$ cat src/rtl/leaf_out_packetizer.sv
// Output stage of a leaf interface: merges user output streams into one BFT packet
// stream with round-robin arbitration, per-port credits, address stamping and resend squash.
`timescale 1ns/1ps
module leaf_out_packetizer #(
  parameter int PACKET_BITS           = 49,
  parameter int PAYLOAD_BITS          = 32,
  parameter int NUM_LEAF_BITS         = 5,
  parameter int NUM_PORT_BITS         = 4,
  parameter int NUM_ADDR_BITS         = 7,
  parameter int NUM_OUT_PORTS         = 4,
  parameter int NUM_BRAM_ADDR_BITS    = 7,
  parameter int FREESPACE_UPDATE_SIZE = 64
) (
  input  logic                                                clk,
  input  logic                                                reset,
  input  logic                                                resend,
  input  logic [NUM_OUT_PORTS*PAYLOAD_BITS-1:0]               din_leaf_user2interface,
  input  logic [NUM_OUT_PORTS-1:0]                            vld_user2interface,
  output logic [NUM_OUT_PORTS-1:0]                            ack_interface2user,
  input  logic [NUM_OUT_PORTS*(NUM_LEAF_BITS+NUM_PORT_BITS)-1:0] dest_cfg,
  input  logic [NUM_OUT_PORTS-1:0]                            credit_return,
  input  logic                                                bft_ready,
  output logic [PACKET_BITS-1:0]                              dout_leaf_interface2bft
);

  localparam int DW = NUM_LEAF_BITS + NUM_PORT_BITS;
  localparam int PW = (NUM_OUT_PORTS > 1) ? $clog2(NUM_OUT_PORTS) : 1;
  localparam int CW = NUM_BRAM_ADDR_BITS + 1;
  localparam logic [CW-1:0] CREDIT_MAX = {1'b1, {NUM_BRAM_ADDR_BITS{1'b0}}};
  localparam logic [PW:0]   PORTS_W    = (PW+1)'(NUM_OUT_PORTS);
  localparam logic [PW-1:0] LAST_PORT  = PW'(NUM_OUT_PORTS - 1);

  if (PACKET_BITS != 1 + NUM_LEAF_BITS + NUM_PORT_BITS + NUM_ADDR_BITS + PAYLOAD_BITS) begin : g_bad_packet_bits
    $error("PACKET_BITS must equal 1+NUM_LEAF_BITS+NUM_PORT_BITS+NUM_ADDR_BITS+PAYLOAD_BITS");
  end
  if (NUM_OUT_PORTS < 1 || NUM_OUT_PORTS > 16) begin : g_bad_num_ports
    $error("NUM_OUT_PORTS must be in 1..16");
  end

  logic [NUM_OUT_PORTS-1:0][PAYLOAD_BITS-1:0]  payload_all;
  logic [NUM_OUT_PORTS-1:0][DW-1:0]            dest_all;
  logic [NUM_OUT_PORTS-1:0][NUM_ADDR_BITS-1:0] addr_all;
  logic [NUM_OUT_PORTS-1:0]                    eligible;
  logic [PACKET_BITS-1:0]                      out_reg;
  logic [PW-1:0]                               rr_ptr_reg;
  logic [PW-1:0]                               rr_ptr_next;
  logic [PW-1:0]                               grant_idx;
  logic [PW:0]                                 cand;
  logic                                        grant_found;
  logic                                        load_en;
  logic                                        grant_valid;

  assign payload_all = din_leaf_user2interface;
  assign dest_all    = dest_cfg;

  // The output register may only be refilled when empty or being drained.
  assign load_en     = !resend && (!out_reg[PACKET_BITS-1] || bft_ready);
  assign grant_valid = load_en && !reset && grant_found;

  always_comb begin
    grant_found = 1'b0;
    grant_idx   = '0;
    cand        = '0;
    for (int k = 0; k < NUM_OUT_PORTS; k++) begin
      cand = {1'b0, rr_ptr_reg} + (PW+1)'(k);
      if (cand >= PORTS_W) cand = cand - PORTS_W;
      if (!grant_found && eligible[cand[PW-1:0]]) begin
        grant_found = 1'b1;
        grant_idx   = cand[PW-1:0];
      end
    end
  end

  always_comb begin
    ack_interface2user = '0;
    if (grant_valid) ack_interface2user[grant_idx] = 1'b1;
  end

  assign rr_ptr_next = (grant_idx == LAST_PORT) ? '0 : grant_idx + 1'b1;

  always_ff @(posedge clk) begin
    if (reset) begin
      out_reg    <= '0;
      rr_ptr_reg <= '0;
    end else if (load_en) begin
      if (grant_found) begin
        out_reg    <= {1'b1, dest_all[grant_idx], addr_all[grant_idx], payload_all[grant_idx]};
        rr_ptr_reg <= rr_ptr_next;
      end else begin
        out_reg <= '0;
      end
    end
  end

  genvar gi;
  generate
    for (gi = 0; gi < NUM_OUT_PORTS; gi++) begin : g_port
      logic [CW-1:0]            credit_reg;
      logic [CW-1:0]            credit_next;
      logic [31:0]              credit_sum;
      logic [NUM_ADDR_BITS-1:0] addr_reg;

      assign eligible[gi] = vld_user2interface[gi] && (credit_reg != '0);
      assign addr_all[gi] = addr_reg;

      // Returns are honoured even while stalled or resending; the sum saturates at full depth.
      always_comb begin
        credit_sum = 32'(credit_reg);
        if (credit_return[gi])      credit_sum = credit_sum + 32'(FREESPACE_UPDATE_SIZE);
        if (ack_interface2user[gi]) credit_sum = credit_sum - 32'd1;
        credit_next = (credit_sum > 32'(CREDIT_MAX)) ? CREDIT_MAX : credit_sum[CW-1:0];
      end

      always_ff @(posedge clk) begin
        if (reset) begin
          credit_reg <= CREDIT_MAX;
          addr_reg   <= '0;
        end else begin
          credit_reg <= credit_next;
          if (ack_interface2user[gi]) addr_reg <= addr_reg + 1'b1;
        end
      end
    end
  endgenerate

  assign dout_leaf_interface2bft = resend ? '0 : out_reg;

endmodule
$ cat config.mk
export PLATFORM = sky130hd
export DESIGN_NAME = leaf_out_packetizer
export DESIGN_NICKNAME = d
export VERILOG_FILES = /design/src/rtl/leaf_out_packetizer.sv
export SDC_FILE = /design/constraint.sdc
export NUM_CORES = 1
export LEC_CHECK = 0
export BUFFER_PORTS_ARGS = -buffer_cell sky130_fd_sc_hd__buf_2
export CAP_MARGIN = 25
export CORE_UTILIZATION = 28
export CTS_CLUSTER_DIAMETER = 40
export DETAILED_ROUTE_END_ITERATION = 6
export GPL_TIMING_DRIVEN = 0
export PLACE_DENSITY_LB_ADDON = 0.08
export SLEW_MARGIN = 20
export SYNTH_ARGS = -nofsm -noshare
export SYNTH_HDL_FRONTEND = slang
export SYNTH_SLANG_ARGS = --single-unit
$ cat constraint.sdc
create_clock -name clk -period 4.8 [get_ports clk]
set_input_delay 0.24 -clock clk [delete_from_list [all_inputs] [get_ports clk]]
set_output_delay 0.24 -clock clk [all_outputs]
set_load 0.005 [all_outputs]
==> results.sh, run 1 <==
export IMPL_status="finished clean"
export IMPL_viasPerCell=4.87
export IMPL_place_congestion=0.764
export IMPL_cp_num_buf_inv=9
export IMPL_critical_path_required_ns=4.56
export IMPL_grt_pass1_vias=5850
export IMPL_synth_flop_cell="dfxtp_1"
export IMPL_crit_type="register to output port"
export IMPL_arrival_ns=4.19
export IMPL_wire_per_inst_um=16.1
export IMPL_synth_cell_area_um2=6760
export IMPL_die_w_um=157
export IMPL_timing_worst_slew_pin_value_ns=0.933
export IMPL_drv_slew=0
export IMPL_cts_inserted_buffers=9
export IMPL_fin_crit_sh_pct=92.3
export IMPL_nets=1146
export IMPL_ctsLongestPathBuffers=2
export IMPL_cts_sinks=111
export IMPL_ys_ff_latch=111
export IMPL_critPathMostFrequentCell="inv_1"
export IMPL_ys_warn_count=0
export IMPL_gr_total_overflow=0
export IMPL_relSlewSlack_pct=37.1
export IMPL_ir_worst_vdd_mv=0.209
export IMPL_final_util_pct=36.8
export IMPL_antenna_found_initial=1
export IMPL_core_area_um2=23600
export IMPL_cts_root_buffer="clkbuf_16"
export IMPL_power_density_nw_per_um2=354
export IMPL_htreeDepth=3
export IMPL_insertion_delay_ns=0.37
export IMPL_finalCriticalPeriod_ns=4.43
export IMPL_setup_violations=0
export IMPL_yosysSeqAreaShare_pct=32.9
export IMPL_drt_iter0_markers=290
export IMPL_path_cells="inv_1, ha_1, clkbuf_1, and3_1, a21o_1, a311oi_4, buf_4, buf_2, buf_4, inv_1, ha_1, inv_1, nor2_1, clkbuf_1, buf_2"
export IMPL_worst_r2r_setup_slack_ns=0.48
export IMPL_gr_usage_all_layers_pct=16.3
export IMPL_placed_area_um2=8280
export IMPL_drive_above_1_share_pct=33.9
export IMPL_wirelength_um=20400
export IMPL_synth_avg_cell_area_um2=9.62
export IMPL_cp_top_family="buffers and inverters"
export IMPL_diodes=0
export IMPL_grt_max_degree=22
export IMPL_dr_pass1_iters=4
export IMPL_design_area_um2=8700
export IMPL_synthArstFlopShare_pct=0
export IMPL_largest_reg_flops=49
export IMPL_area_growth_pct=28.6
export IMPL_clk_pin_slew_worst_paths_ns=0.08
export IMPL_finalHoldViolCount=0
export IMPL_final_cell_mix="230 x buf_2, 111 x dfxtp_1, 71 x nor2_1, 53 x nor2b_1"
export IMPL_cpMaxStageDelayCell="clkbuf_1"
export IMPL_worstHoldPathType="primary input to register"
export IMPL_crit_fanout=11
export IMPL_p_leak_nw=3.72
export IMPL_num_vias=6185
export IMPL_fin_cells=1270
export IMPL_syn_inst=703
export IMPL_holdBufCountCts=0
export IMPL_syn_nets=903
export IMPL_dpl_cell_count=1246
export IMPL_critPathLaunchType="register"
export IMPL_mostFrequentLayoutCell="buf_2"
export IMPL_fp_row_count=56
export IMPL_skew_ns=0.0150
export IMPL_max_stage_delay_ns=0.52
export IMPL_start_util_pct=28.6
export IMPL_cts_tree="built"
export IMPL_fp_dieH_um=157
export IMPL_design_portCount=229
export IMPL_rsz0062_at_grt="no"
export IMPL_antenna_left=0
export IMPL_num_fill_cells=2424
export IMPL_synth_edf_count=0
export IMPL_grt_pass1_wl_um=31200
export IMPL_io_buffer_count=224
export IMPL_dieArea_um2=24800
export IMPL_cap_violations=0
export IMPL_clock_fmax_mhz=226
export IMPL_hold_worst_slack_ns=0.296
export IMPL_hpwl_um=16000
export IMPL_drc=0
export IMPL_worst_setup_path_end_kind="output port"
export IMPL_ys_types=58
[worst min-delay path: cells and delay by family]
kind / cells / cell delay, ns
buffers and inverters: 1 / 0.07
multiplexers: 1 / 0.21
AO/OA/AOI/OAI: 1 / 0.11
[where the power goes]
part           switching, mW  total (mW)  internal, mW
registers             0.0715        1.08          1.01
logic                  0.578        1.17         0.591
clock network          0.401       0.825         0.424
total                   1.05        3.07          2.02
[cell usage after synthesis (2+ instances only)]
cell type	n	area share, %
a21oi_1	19	1.4
a22o_1	47	6.1
or4_1	5	0.56
mux2i_1	8	1.2
inv_1	32	1.8
mux4_2	47	16
or2_2	3	0.28
nor3_1	10	0.74
a211oi_1	5	0.56
xnor2_1	21	2.7
clkbuf_1	29	1.6
nand2_1	39	2.2
o211ai_1	6	0.67
a21o_1	2	0.22
buf_6	2	0.33
o21ai_0	17	1.3
dfxtp_1	111	33
nand3b_1	3	0.33
o31a_1	2	0.26
nand4_1	16	1.5
ha_1	24	4.4
a221oi_1	2	0.26
buf_2	6	0.44
o21a_1	6	0.67
o31ai_1	5	0.56
xor2_1	31	4.0
nor4_1	8	0.74
and3_1	11	1.0
or3_1	10	0.93
nor4b_1	2	0.26
nand2b_1	4	0.37
a31oi_1	5	0.46
nand3_1	15	1.1
nor2_1	71	3.9
buf_4	4	0.44
nor2b_1	53	4.9
[stage by stage]
stage	power, mW	setup WS [ns]	setup TNS [ns]
3_3_place_gp	2.26	-0.147	-0.793
2_1_floorplan	1.92	0.836	0
5_1_grt	3.29	0.0203	0
6_report	3.07	0.371	0
4_1_cts	3.09	0.0700	0
3_5_place_dp	2.25	-0.113	-0.582
[per-layer routing]
metal	GRT usage, %	wire (µm)	vias to the layer above
met5	0	10	-
met4	3.19	174	2
met3	3.55	1190	13
met2	28.1	9860	171
met1	20.6	9180	2938
li1	-	-	3061
[repair_timing]
action,in CTS,in global routing
gates resized for setup,1,3
setup buffers,0,10
pin swaps,0,2
endpoints found under the setup margin,9,19
[layout make-up]
cell class,instances,area (µm²),share of cell area (%)
flip-flops and latches,111,2220,25.6
repair buffers,234,1200,13.8
multi-input cells,517,4250,48.8
plain buffers,40,188,2.16
clock buffers,9,225,2.59
clock inverters,7,96.3,1.11
well taps,319,399,4.59
inverters,33,124,1.42
[cell families after synthesis]
| group | after synthesis | share of synthesized area, % |
|---|---|---|
| AO/OA/AOI/OAI | 127 | 14.1 |
| AND/OR/NAND/NOR | 258 | 20.1 |
| flip-flops | 111 | 32.9 |
| adder cells (fa/ha/maj) | 24 | 4.44 |
| multiplexers | 56 | 17.1 |
| buffers and inverters | 75 | 4.72 |
| XOR/XNOR | 52 | 6.73 |
[worst paths after layout]
| check | cells after the start | end | from |
|---|---|---|---|
| setup / recovery | 15 | ack_interface2user[1] | g_port[3].credit_reg[0] |
| hold / removal | 3 | out_reg[46] | dest_cfg[16] |
| setup reg to reg | 14 | g_port[3].credit_reg[4] | g_port[0].credit_reg[2] |
| hold reg to reg | 1 | out_reg[38] | out_reg[38] |
(Power assumes the default switching activity.)
==> run 2: changes to the inputs <==
==> constraint.sdc (replaced) <==
create_clock -name clk -period 4.8 [get_ports clk]
set_input_delay 0.24 -clock clk [delete_from_list [all_inputs] [get_ports clk]]
set_output_delay 0.24 -clock clk [all_outputs]
set_load 0.05 [all_outputs]
==> results.sh, run 2 (synthesis results as in run 1) <==
export IMPL_cts_root_buffer="clkbuf_16"
export IMPL_final_cell_mix="229 x buf_2, 111 x dfxtp_1, 71 x nor2_1, 53 x nor2b_1"
export IMPL_rsz0062_at_grt="no"
export IMPL_grt_max_degree=22
export IMPL_antenna_found_initial=1
export IMPL_gr_usage_all_layers_pct=16.3
export IMPL_largest_reg_flops=49
export IMPL_insertion_delay_ns=0.36
export IMPL_timing_worst_slew_pin_value_ns=0.928
export IMPL_setup_tns_ns=0
export IMPL_num_vias=6177
export IMPL_crit_type="register to output port"
export IMPL_ir_worst_vdd_mv=0.210
export IMPL_hpwl_um=16000
export IMPL_finalHoldViolCount=0
export IMPL_path_cells="inv_1, ha_1, clkbuf_1, and3_1, a21o_1, a311oi_4, buf_4, buf_4, buf_4, inv_1, ha_1, inv_1, nor2_1, clkbuf_2, buf_2"
export IMPL_fin_cells=1267
export IMPL_area_growth_pct=28.2
export IMPL_clock_fmax_mhz=228
export IMPL_cts_inserted_buffers=9
export IMPL_critPathLaunch="g_port[3].credit_reg[0]"
export IMPL_critical_path_required_ns=4.56
export IMPL_status="finished clean"
export IMPL_viasPerCell=4.88
export IMPL_place_ws_ns=-0.113
export IMPL_worstHoldPathType="primary input to register"
export IMPL_ctsLongestPathBuffers=2
export IMPL_cts_sinks=111
export IMPL_layout_setup_ws_ns=0.421
export IMPL_dpl_cell_count=1246
export IMPL_wirelength_um=20500
export IMPL_htreeDepth=3
export IMPL_dr_pass1_iters=4
export IMPL_report_power_total_mw=3.17
export IMPL_fp_row_count=56
export IMPL_grt_pass1_vias=5839
export IMPL_clk_pin_slew_worst_paths_ns=0.08
export IMPL_drv_slew=0
export IMPL_skew_ns=0.0140
export IMPL_drc=0
export IMPL_power_density_nw_per_um2=366
export IMPL_gr_total_overflow=0
export IMPL_grt_pass1_wl_um=31200
export IMPL_antenna_left=0
export IMPL_arrival_ns=4.14
export IMPL_start_util_pct=28.6
export IMPL_io_buffer_count=224
export IMPL_cpMaxStageDelayCell="nor2_1"
export IMPL_core_area_um2=23600
export IMPL_max_stage_delay_ns=0.42
export IMPL_dieArea_um2=24800
export IMPL_r2r_start="g_port[0].credit_reg[2]"
export IMPL_placed_area_um2=8280
export IMPL_die_w_um=157
export IMPL_cap_violations=0
export IMPL_critPathLaunchType="register"
export IMPL_p_leak_nw=3.71
export IMPL_design_portCount=229
export IMPL_diodes=0
export IMPL_drt_iter0_markers=318
export IMPL_drive_above_1_share_pct=33.8
export IMPL_crit_fanout=11
export IMPL_finalCriticalPeriod_ns=4.38
export IMPL_mostFrequentLayoutCell="buf_2"
export IMPL_cts_tree="built"
export IMPL_worst_r2r_setup_slack_ns=0.52
export IMPL_hold_worst_slack_ns=0.297
export IMPL_nets=1143
export IMPL_min_from="dest_cfg[16]"
export IMPL_place_congestion=0.764
export IMPL_final_util_pct=36.7
export IMPL_setup_violations=0
export IMPL_worst_setup_path_end_kind="output port"
export IMPL_fin_crit_sh_pct=91.2
export IMPL_design_area_um2=8670
export IMPL_relSlewSlack_pct=37.5
export IMPL_fp_dieH_um=157
export IMPL_wire_per_inst_um=16.1
[run 2: critical path, delay by kind of cell (launching register included)]
family / cells / cell delay, ns
buffers and inverters: 9 / 1.94
AND/OR/NAND/NOR: 2 / 0.73
adder cells (fa/ha/maj): 2 / 0.40
flip-flops: 1 / 0.36
AO/OA/AOI/OAI: 2 / 0.32
[run 2: path summary, 6_finish.rpt]
path         cells past startpoint                 endpoint
max                             15    ack_interface2user[1]
min                              3              out_reg[46]
max reg2reg                     15  g_port[1].credit_reg[6]
min reg2reg                      1              out_reg[38]
[run 2: what timing repair did]
item | 4_1_cts | 5_1_grt
setup endpoints to repair | 10 | 19
pin swaps | 0 | 1
gates resized for setup | 2 | 7
hold buffers | 0 | 0
setup buffers | 0 | 6
hold endpoints to repair | 0 | 0
[run 2: layout make-up]
| class | instances | area [µm²] |
|---|---|---|
| clock buffers | 9 | 225 |
| clock inverters | 7 | 96.3 |
| plain buffers | 41 | 198 |
| well taps | 319 | 399 |
| repair buffers | 230 | 1170 |
| fillers | 2424 | 14900 |
| multi-input cells | 517 | 4240 |
| inverters | 33 | 124 |
| flip-flops and latches | 111 | 2220 |
[run 2: metal layers]
| metal | routed length, µm | vias up | GRT usage [%] |
|---|---|---|---|
| met1 | 9300 | 2930 | 20.6 |
| met4 | 176 | 2 | 3.19 |
| met3 | 1150 | 13 | 3.55 |
| met2 | 9820 | 174 | 28.3 |
| met5 | 10 | - | 0 |
| li1 | - | 3058 | - |
[run 2: report_power, final]
group          leakage (nW)  internal, mW  switching [mW]
Clock                 0.155         0.424           0.401
Combinational          2.65         0.581           0.685
Sequential            0.904          1.01          0.0717
Total                  3.71          2.01            1.16
==> run 3: changes to the inputs <==
Settings changed: MAX_ROUTING_LAYER set to met4.
==> results.sh, run 3 (synthesis results as in run 1) <==
export IMPL_io_buffer_count=224
export IMPL_dieArea_um2=24800
export IMPL_area_growth_pct=28.3
export IMPL_wirelength_um=20400
export IMPL_finalHoldViolCount=0
export IMPL_grt_pass1_vias=5833
export IMPL_p_leak_nw=3.71
export IMPL_holdBufCountCts=0
export IMPL_relSlewSlack_pct=37.2
export IMPL_viasPerCell=4.86
export IMPL_final_util_pct=36.7
export IMPL_placed_area_um2=8280
export IMPL_wire_per_inst_um=16.1
export IMPL_path_cells="clkbuf_1, or4_1, o21a_1, a21o_1, a311oi_4, buf_4, buf_4, buf_4, ha_1, nand2_1, inv_1, buf_2"
export IMPL_ir_worst_vdd_mv=0.210
export IMPL_status="finished clean"
export IMPL_cap_violations=0
export IMPL_num_vias=6160
export IMPL_place_congestion=0.775
export IMPL_area_sequential_um2=2220
export IMPL_critical_path_required_ns=4.56
export IMPL_num_fill_cells=2423
export IMPL_mostFrequentLayoutCell="buf_2"
export IMPL_worst_setup_path_end_kind="output port"
export IMPL_core_area_um2=23600
export IMPL_gr_usage_all_layers_pct=16.8
export IMPL_die_w_um=157
export IMPL_largest_reg_flops=49
export IMPL_cts_tree="built"
export IMPL_crit_fanout=15
export IMPL_antenna_found_initial=1
export IMPL_fin_crit_sh_pct=91.1
export IMPL_setup_tns_ns=0
export IMPL_design_portCount=229
export IMPL_drt_iter0_markers=319
export IMPL_critPathMostFrequentCell="buf_4"
export IMPL_skew_ns=0.0128
export IMPL_grt_pass1_wl_um=31200
export IMPL_hpwl_um=16000
export IMPL_grt_max_degree=22
export IMPL_antenna_left=0
export IMPL_final_cell_mix="229 x buf_2, 111 x dfxtp_1, 71 x nor2_1, 53 x nor2b_1"
export IMPL_dr_pass1_iters=4
export IMPL_drv_slew=0
export IMPL_gr_total_overflow=0
export IMPL_worstHoldPathType="primary input to register"
export IMPL_clk_pin_slew_worst_paths_ns=0.08
export IMPL_fp_row_count=56
export IMPL_setup_violations=0
export IMPL_insertion_delay_ns=0.36
export IMPL_layout_setup_ws_ns=0.426
export IMPL_design_area_um2=8670
export IMPL_drc=0
export IMPL_cts_inserted_buffers=9
export IMPL_drive_above_1_share_pct=33.8
export IMPL_nets=1143
export IMPL_cts_root_buffer="clkbuf_16"
export IMPL_ctsLongestPathBuffers=2
export IMPL_cpMaxStageDelayCell="or4_1"
export IMPL_arrival_ns=4.13
export IMPL_power_density_nw_per_um2=365
export IMPL_place_ws_ns=-0.113
export IMPL_rsz0062_at_grt="no"
export IMPL_timing_worst_slew_pin_value_ns=0.932
export IMPL_critPathLaunchType="register"
export IMPL_fp_dieH_um=157
export IMPL_clock_fmax_mhz=229
export IMPL_max_stage_delay_ns=0.50
export IMPL_htreeDepth=3
export IMPL_multi_input_area_um2=4240
export IMPL_start_util_pct=28.6
export IMPL_worst_r2r_setup_slack_ns=0.52
export IMPL_cts_sinks=111
export IMPL_finalCriticalPeriod_ns=4.37
export IMPL_crit_type="register to output port"
-- run 3: area by class of cell --
| cell class | instances | share of cell area, % |
|---|---|---|
| inverter | 33 | 1.43 |
| antenna | 1 | 0.0289 |
| timing repair buffer | 230 | 13.4 |
| sequential | 111 | 25.6 |
| clock buffer | 9 | 2.60 |
| clock inverter | 7 | 1.11 |
| multi-input combinational | 517 | 48.9 |
| buffer | 41 | 2.28 |
| tap | 319 | 4.60 |
-- run 3: path summary, 6_finish.rpt --
path / from / cells past startpoint / end
max: g_port[0].credit_reg[2] / 12 / ack_interface2user[3]
min: dest_cfg[16] / 3 / out_reg[46]
max reg2reg: g_port[0].credit_reg[2] / 15 / g_port[1].credit_reg[6]
min reg2reg: out_reg[38] / 1 / out_reg[38]
-- run 3: power by group --
part / total, mW / switching (mW) / internal, mW
Clock: 0.823 / 0.400 / 0.424
Sequential: 1.08 / 0.0716 / 1.01
Combinational: 1.27 / 0.684 / 0.582
Total: 3.17 / 1.16 / 2.01
-- run 3: what timing repair did --
action | CTS | global route
setup buffers | 0 | 6
gates resized for setup | 2 | 7
pin swaps | 0 | 1
endpoints found under the setup margin | 10 | 19
-- run 3: routing by layer --
metal	wire (µm)	part of all wire (%)	vias to the layer above	GRT usage [%]
met4	153	0.75	0	3.19
met5	0	0	-	-
met3	1160	5.7	9	3.55
li1	-	-	3060	-
met2	9830	48	173	28.2
met1	9270	45	2918	20.6
-- run 3: worst max-delay path, delay by kind of cell, from the launching register on --
family | cells | cell delay [ns]
simple gates | 2 | 0.66
flops | 1 | 0.30
compound gates | 3 | 0.77
buf+inv | 6 | 1.66
fa+ha+maj | 1 | 0.37
-- run 3: per-stage QoR --
step                cells  total power, mW  hold slack (ns)
finish               1268             3.17            0.296
global route         1268             3.39            0.291
CTS                  1261             3.21            0.280
detailed placement   1246             2.36            0.455
global placement     1246             2.37            0.455
floorplan             703             2.02            0.434
